[config.mk]
export PLATFORM = sky130hd
export DESIGN_NAME = seg_scan_ctrl_flat
export DESIGN_NICKNAME = d
export VERILOG_FILES = /design/src/rtl/seg_scan_ctrl_pkg.sv /design/src/rtl/seg_scan_ctrl_if.sv /design/src/rtl/seg_scan_ctrl_bin2bcd.sv /design/src/rtl/seg_scan_ctrl.sv /design/src/flat_wrapper.sv
export SDC_FILE = /design/constraint.sdc
export NUM_CORES = 1
export LEC_CHECK = 0
export ABC_AREA = 1
export CAP_MARGIN = 20
export CORE_MARGIN = 10
export CORE_UTILIZATION = 40
export DETAILED_ROUTE_END_ITERATION = 7
export SETUP_SLACK_MARGIN = 0.02
export SYNTH_ARGS = -nofsm -noshare
export SYNTH_HDL_FRONTEND = slang
export SYNTH_HIERARCHICAL = 1
export SYNTH_SLANG_ARGS = --single-unit
[constraint.sdc]
create_clock -name clk -period 1.35 [get_ports clk]
set_input_delay 0.135 -clock clk [delete_from_list [all_inputs] [get_ports clk]]
set_output_delay 0.135 -clock clk [all_outputs]
set_load 0.05 [all_outputs]
[src/rtl/seg_scan_ctrl_pkg.sv]
// Shared definitions for the 4-digit 7-segment scan controller and its
// sequential binary-to-BCD converter.
package seg_pkg;

   localparam int              SEG_DIGITS  = 4;
   localparam int              SEG_BIN_W   = 14;
   localparam logic [13:0]     SEG_MAX_VAL = 14'd9999;
   localparam logic [3:0]      SEG_AN_OFF  = 4'b1111;

   typedef enum logic {
      IDLE,
      CONV
   } conv_state_t;

   function automatic logic [3:0] seg_nibble(input logic [15:0] bcd, input logic [1:0] idx);
      return bcd[{idx, 2'b00} +: 4];
   endfunction

   // True when nibble idx and every more significant nibble are zero.
   function automatic logic seg_upper_zero(input logic [15:0] bcd, input logic [1:0] idx);
      return (bcd >> {idx, 2'b00}) == 16'h0000;
   endfunction

endpackage

[src/rtl/seg_scan_ctrl_if.sv]
// Load handshake and display-drive signals of the scan controller.
interface seg_scan_ctrl_if;
   import seg_pkg::*;

   logic                  load;
   logic [SEG_BIN_W-1:0]  value;
   logic                  blank_lz;
   logic                  busy;
   logic                  ovf;
   logic [3:0]            digit_num;
   logic [SEG_DIGITS-1:0] an;

   modport master (
      output load, value, blank_lz,
      input  busy, ovf, digit_num, an
   );

   modport slave (
      input  load, value, blank_lz,
      output busy, ovf, digit_num, an
   );

endinterface

[src/rtl/seg_scan_ctrl_bin2bcd.sv]
// Sequential double-dabble converter: 14 iterations, one per clock, after
// a start accepted in IDLE. done pulses with the final result on bcd.
module bin2bcd_seq (
   input  logic        clk,
   input  logic        rst,
   input  logic        start,
   input  logic [13:0] bin,
   output logic        busy,
   output logic        done,
   output logic [15:0] bcd
);
   import seg_pkg::*;

   conv_state_t r_state, w_next_state;
   logic [3:0]  r_iter;
   logic [13:0] r_bin;
   logic [15:0] r_bcd;
   logic [15:0] w_adj;
   logic [29:0] w_shift;

   always_comb begin
      w_adj = '0;
      for (int i = 0; i < 4; i++) begin
         w_adj[4*i +: 4] = (r_bcd[4*i +: 4] >= 4'd5) ? r_bcd[4*i +: 4] + 4'd3 : r_bcd[4*i +: 4];
      end
      w_shift = {w_adj, r_bin} << 1;
   end

   assign bcd = w_shift[29:14];

   // NOTE: every output of this block gets a default first so no latch is inferred.
   always_comb begin
      w_next_state = r_state;
      busy         = 1'b0;
      done         = 1'b0;
      case (r_state)
         IDLE: if (start) w_next_state = CONV;
         CONV: begin
            busy = 1'b1;
            if (r_iter == 4'd13) begin
               done         = 1'b1;
               w_next_state = IDLE;
            end
         end
         default: w_next_state = IDLE;
      endcase
   end

   always_ff @(posedge clk) begin
      if (rst) begin
         r_state <= IDLE;
         r_iter  <= '0;
         r_bin   <= '0;
         r_bcd   <= '0;
      end else begin
         r_state <= w_next_state;
         if (r_state == IDLE) begin
            if (start) begin
               r_bin  <= bin;
               r_bcd  <= '0;
               r_iter <= '0;
            end
         end else begin
            r_bcd  <= w_shift[29:14];
            r_bin  <= w_shift[13:0];
            r_iter <= r_iter + 4'd1;
         end
      end
   end

endmodule

[src/rtl/seg_scan_ctrl.sv]
// 4-digit multiplexed 7-segment scan controller: saturating load, BCD
// conversion, digit scan and anode drive aligned to the decoder's output register.
module seg_scan_ctrl #(
   parameter int REFRESH_DIV = 50000
) (
   input  logic            clk,
   input  logic            rst,
   seg_scan_ctrl_if.slave  bus
);
   import seg_pkg::*;

   localparam int PW = $clog2(REFRESH_DIV);

   logic [PW-1:0]        r_presc;
   logic [1:0]           r_idx;
   logic [1:0]           r_slot_idx;
   logic                 r_slot_blank;
   logic [15:0]          r_disp;
   logic [3:0]           r_digit_num;
   logic [3:0]           r_an;
   logic                 r_ovf;
   logic                 w_conv_busy;
   logic                 w_done;
   logic                 w_accept;
   logic                 w_blank;
   logic [SEG_BIN_W-1:0] w_bin_sat;
   logic [15:0]          w_bcd;

   assign w_accept  = bus.load && !w_conv_busy;
   assign w_bin_sat = (bus.value > SEG_MAX_VAL) ? SEG_MAX_VAL : bus.value;
   assign w_blank   = bus.blank_lz && (r_idx != 2'd0) && seg_upper_zero(r_disp, r_idx);

   bin2bcd_seq u_conv (
      .clk   (clk),
      .rst   (rst),
      .start (bus.load),
      .bin   (w_bin_sat),
      .busy  (w_conv_busy),
      .done  (w_done),
      .bcd   (w_bcd)
   );

   always_ff @(posedge clk) begin
      if (rst) begin
         r_presc      <= '0;
         r_idx        <= '0;
         r_slot_idx   <= '0;
         r_slot_blank <= 1'b1;  // no slot has been presented yet
         r_digit_num  <= '0;
         r_an         <= SEG_AN_OFF;
         r_disp       <= '0;
         r_ovf        <= 1'b0;
      end else begin
         if (r_presc == PW'(REFRESH_DIV - 1)) begin
            r_presc <= '0;
            r_idx   <= r_idx + 2'd1;
         end else begin
            r_presc <= r_presc + 1'b1;
         end
         // Slot stage: nibble to the decoder; anode follows one cycle later.
         r_digit_num  <= seg_nibble(r_disp, r_idx);
         r_slot_idx   <= r_idx;
         r_slot_blank <= w_blank;
         r_an         <= r_slot_blank ? SEG_AN_OFF : ~(4'b0001 << r_slot_idx);
         if (w_done)   r_disp <= w_bcd;
         if (w_accept) r_ovf  <= (bus.value > SEG_MAX_VAL);
      end
   end

   assign bus.busy      = w_conv_busy;
   assign bus.ovf       = r_ovf;
   assign bus.digit_num = r_digit_num;
   assign bus.an        = r_an;

endmodule

[src/flat_wrapper.sv]
// flat-port wrapper written by rule: the top's interface ports become plain ports
module seg_scan_ctrl_flat import seg_pkg::*;
#(
   parameter int REFRESH_DIV = 50000
)
  (clk, rst, bus_load, bus_value, bus_blank_lz, bus_busy, bus_ovf, bus_digit_num, bus_an);
  seg_scan_ctrl_if bus_i ();
  input  logic clk;
  input  logic rst;
  input wire logic [$bits(bus_i.load)-1:0] bus_load;
  input wire logic [$bits(bus_i.value)-1:0] bus_value;
  input wire logic [$bits(bus_i.blank_lz)-1:0] bus_blank_lz;
  output wire logic [$bits(bus_i.busy)-1:0] bus_busy;
  output wire logic [$bits(bus_i.ovf)-1:0] bus_ovf;
  output wire logic [$bits(bus_i.digit_num)-1:0] bus_digit_num;
  output wire logic [$bits(bus_i.an)-1:0] bus_an;
  assign bus_i.load = bus_load;
  assign bus_i.value = bus_value;
  assign bus_i.blank_lz = bus_blank_lz;
  assign bus_busy = bus_i.busy;
  assign bus_ovf = bus_i.ovf;
  assign bus_digit_num = bus_i.digit_num;
  assign bus_an = bus_i.an;
  seg_scan_ctrl #(.REFRESH_DIV(REFRESH_DIV)) u_core (.clk(clk), .rst(rst), .bus(bus_i));
endmodule
Word-level counts from Yosys, hierarchy flattened
Cells that the tools add are included.
- word-level logic and storage cells: 59
- register bits: 81
- bits of input ports: 18
- bitwise logic cells: 2
- magnitude comparators: 5
- eq/ne operators: 2
- reduce and logical (&&, ||, !) cells: 10
- $add $sub $neg: 7
- muxes and demuxes: 17
- shift operators: 3
- operator list (kind ; count):
    $mux W14 ; 3
    $mux W16 ; 2
    $mux W4 ; 5
    $add A16 B1 Y16 const B ; 1
    $eq A16 B16 Y1 const B ; 1
    $ge A4 B3 Y1 const B ; 4
    $logic_not A16 Y1 ; 1
    $shiftx A16 B5 Y4 ; 1
    $shr A16 B4 Y16 ; 1
    $gt A14 B14 Y1 const B ; 1
    $add A4 B2 Y4 const B ; 3
    $reduce_or A2 Y1 ; 3
    $mux W1 ; 5
    $add A4 B1 Y4 const B ; 1
    $eq A4 B4 Y1 const B ; 1
    $not A4 Y4 ; 1
    $reduce_bool A2 Y1 ; 2
    $shl A1 B2 Y4 const A ; 1
    $add A3 B2 Y3 const B ; 1
    $logic_and A1 B1 Y1 ; 3
    $mux W3 ; 1
    $add A2 B1 Y2 const B ; 1
    $pmux W1 S2 ; 1
    $logic_not A1 Y1 ; 1
    $not A1 Y1 ; 1

Longest topological paths before layout
- word-level depth: 4
- depth in mapped cells: 12
- mapped depth without buffers: 11

Hierarchy
Netlist, hierarchy kept.
- by module, submodules not included (module ; cells an instance ; area each (um^2) ; sequential area each (um^2) ; times used):
    seg_scan_ctrl ; 300 ; 2164.6 ; 920.9 ; 1
    bin2bcd_seq ; 292 ; 1994.4 ; 700.7 ; 1

Worst setup path after synthesis
No wires, ideal clock.
- path type: register -> register
- start: register u_core.u_conv.r_state
- end: register u_core.r_disp[10]
- library setup time: 0.133 ns
- arrival: 1.735 ns
- path slack: -0.518 ns
- data required time: 1.217 ns
- stages on the path, launching flop included: 10
- path through: dfxtp_1 > buf_6 > inv_4 > buf_6 > nor2_1 > buf_2 > inv_1 > buf_2 > o21ai_0 > a21oi_1
- longest elaborated chain between the ends: 1
- ends and longest elaborated chain (item ; line ; text):
    start, declared ; seg_scan_ctrl_bin2bcd.sv:14 ; conv_state_t r_state, w_next_state;
    start signal, assigned ; seg_scan_ctrl_bin2bcd.sv:56 ; r_state <= w_next_state;
    $mux W1 ; seg_scan_ctrl_bin2bcd.sv:36 ; case (r_state)
    net u_core.w_done ; seg_scan_ctrl.sv:23 ; logic w_done;
    end signal, assigned ; seg_scan_ctrl.sv:65 ; if (w_done) r_disp <= w_bcd;
    end, declared ; seg_scan_ctrl.sv:18 ; logic [15:0] r_disp;
The timed path passes the listed nets, and every way through them passes these cells.
A chain may end at the register's enable or synchronous reset.

Worst setup path in the final report
- start: register u_core.r_presc[0]
- end: register u_core.r_presc[2]
- longest elaborated chain between the ends: 2
- elaborated cells between the ends (all ways): 3
- ends and longest elaborated chain (item ; line ; text):
    start, declared ; seg_scan_ctrl.sv:14 ; logic [PW-1:0] r_presc;
    start signal, assigned ; seg_scan_ctrl.sv:58 ; r_presc <= r_presc + 1'b1;
    branches (longest 2 deep; another with $add A16 B1 Y16) ; n/a ;
Several ways; the timed one is not identified.

==> reports/summary.txt <==
Run status = finished clean
Core Rows = 37
Final #Nets = 708
Vias per inst = 4.869
Met1 Use GR = 0.1595
Mapped cell area = 0.004159 mm^2
DP HPWL = 6.811 mm
I/O Pins = 28
GR peak layer = met2
Tot Pwr = 0.004788 W
Post-CTS Hold Buffers = 0
CTS clk-pin slew, worst paths = 0.08 ns
Drt drc = 0
Most common cell in the netlist = nand2_1
Number of global-route vias before repair = 3893
Worst-Margin Slew = 0.3344 ns
CTS buffer count = 9
Later-pin clock latency in the skew report = 0.35 ns
GP Congestion = 0.8774
Worst slew margin = 0.7768
Max frequency = 759.2 MHz
M3 GR Usage = 0.04209
Placement Cell Area = 0.004971 mm^2
Synth Register Bits = 81
Static Leak = 2.700 nW
Starting density of the core = 0.4065
Share of layout cells above drive strength 1 = 0.3192
Remaining Overflow, GRT = 0
Max Cap Viol = 0
Die width = 122.0 um
Worst hold start = bus_value[10]
Final Slew Violations = 0
Syn Area/Cell = 7.025 um^2
Cell accounting for the most synthesized area = dfxtp_1
Pwr per Cell Area = 827.4 mW/mm^2
Fin. Hold Viols = 0
Port bufs = 27
Fin crit period = 1.317 ns
Top post-synthesis cells by area = dfxtp_1, nand2_1, nand3_1, inv_1, a21oi_1
Longest Clk Path Bufs = 2
1st-pass router iterations = 4
Ant. Diodes = 0
Hold slack = 0.2489 ns
Worst Path Required = 1.60 ns
Post-Syn Instances = 592
Grt met2 use = 0.2325
Worst setup EP type = register
Clock Sinks = 81
Worst min path class = in2reg
H-tree Lvls = 3
Netlist cell types = 37
Number of synthesized flops with an enable pin = 0
Post-Route WL = 10.17 mm
Post-synth top area share = 0.3899
DRT iter0 DRCs = 160
RSZ-0062 raised after global routing = yes
Pin count of the biggest net entering global routing = 24
Layout area overhead = 39.14%
Synth async-reset ratio = 0
Crit Path Max Fanout = 8
Root Buffer = clkbuf_8
Startpoint types = register
Total Routing Usage GR = 0.1355
Initial antenna violation count = 0
First-pass GRT wire length = 16.98 mm
CTS tree = done
Tcrit/Tclk final = 0.9757
Worst vdd ir = 0.5807 mV
Sequential area share after synthesis = 0.3899
Post-route cell area = 0.005787 mm^2
Via count = 3988
Worst r2r src = u_core/r_presc[0]
Mapped Nets = 622
Critical path launch point = u_core/r_presc[0]
Ys Warns = 6
Dominant register cell in the synthesized netlist = dfxtp_1
Core area = 0.01023 mm^2
Post-route antenna net violation count = 0
Kind of critical path = reg2reg
Die height = 122.0 um
Worst Skew = 0.008465 ns
Most frequent cells after synthesis = nand2_1, dfxtp_1, inv_1
Critical Path AT = 1.57 ns
# setup viols final = 0
Die area = 0.01488 mm^2
WL per Instance = 12.41 um
[power breakdown]
part | switching, W | internal (W)
registers | 0.0000407 | 0.00243
clock network | 0.000880 | 0.000957
logic | 0.000254 | 0.000226
total | 0.00117 | 0.00361
[per-stage QoR]
step | instances | TNS (ns) | utilization | worst slack (ns)
after floorplan | 592 | -0.5366 | - | -0.05561
after global placement | 784 | -4.506 | 0.4859 | -0.3805
after detailed placement | 784 | -5.273 | 0.4859 | -0.4441
after CTS | 808 | 0 | 0.5194 | 0.01854
after global routing | 819 | -0.3349 | 0.5656 | -0.03298
final | 819 | 0 | 0.5656 | 0.03284
[cells in the final DEF, fill, tap and decap left out, types with 11 or more instances in the layout]
cell type | netlist | layout
nor2_1 | 53 | 48
a21oi_1 | 40 | 32
o21ai_0 | 28 | 18
nand2_2 | 3 | 12
inv_2 | 5 | 13
nand3_1 | 63 | 55
buf_12 | 1 | 11
clkbuf_8 | 0 | 11
nand4_1 | 17 | 17
buf_4 | 5 | 64
nand2_1 | 135 | 117
dfxtp_1 | 81 | 69
inv_1 | 74 | 57
[cells by family after synthesis]
family          count (synthesis)  synth area share
buf+inv                       104            0.1131
xor+xnor                        4          0.008423
mux                             1          0.002407
simple gates                  310            0.3478
compound gates                 80            0.1023
fa+ha+maj                      12           0.03610
flops                          81            0.3899
[final timing paths]
check | end | slack, ns | cells after the start
hold / removal | u_core/u_conv/r_bin[10] | 0.25 | 6
setup reg to reg | u_core/r_presc[2] | 0.03 | 8
setup / recovery | u_core/r_presc[2] | 0.03 | 8
hold reg to reg | u_core/bus.an[1] | 0.43 | 1
[flip-flops by register name, summed over array words and instances, names as in the netlist]
name and cells:
u_core/r_disp 16, u_core/bus.ovf 1, u_core/bus.digit_num 4, u_core/u_conv/r_bcd 16, u_core/u_conv/r_bin 14, u_core/r_slot_blank 1, u_core/u_conv/r_iter 4, u_core/u_conv/r_state 1
u_core/bus.an 4, u_core/r_presc 16, u_core/r_idx 2, u_core/r_slot_idx 2
[layer usage]
metal,vias to the layer above,wire length (um)
met5,-,0
met2,63,5007
li1,2074,-
met3,13,423
met1,1838,4594
met4,0,140
[final cells by class]
type                            count  area, um^2
Clock buffer                       12       155.1
Clock inverter                      4       51.30
Fill cell                         966        4444
Inverter                           80       327.8
Multi-Input combinational cell    408        2481
Sequential cell                    81        1644
Tap cell                          136       170.2
Timing Repair Buffer               97       949.7
Timing Repair inverter              1       7.507
[worst max-delay path: stages, from the launching register on]
cell and delay (ns):
dfxtp_2 0.36, ha_4 0.15, nand2_4 0.07, nor2_8 0.13, inv_4 0.05, nor2_4 0.12
nand2_4 0.12, nand2_8 0.16, nor3_2 0.05
[what timing repair did]
action / CTS / global route
hold endpoints to repair: 0 / 0
gates resized for setup: 30 / 113
endpoints found under the setup margin: 35 / 53
gates cloned: 1 / 1
pin swaps: 8 / 47
setup buffers: 7 / 10
Power figures use the tool's default switching activity.
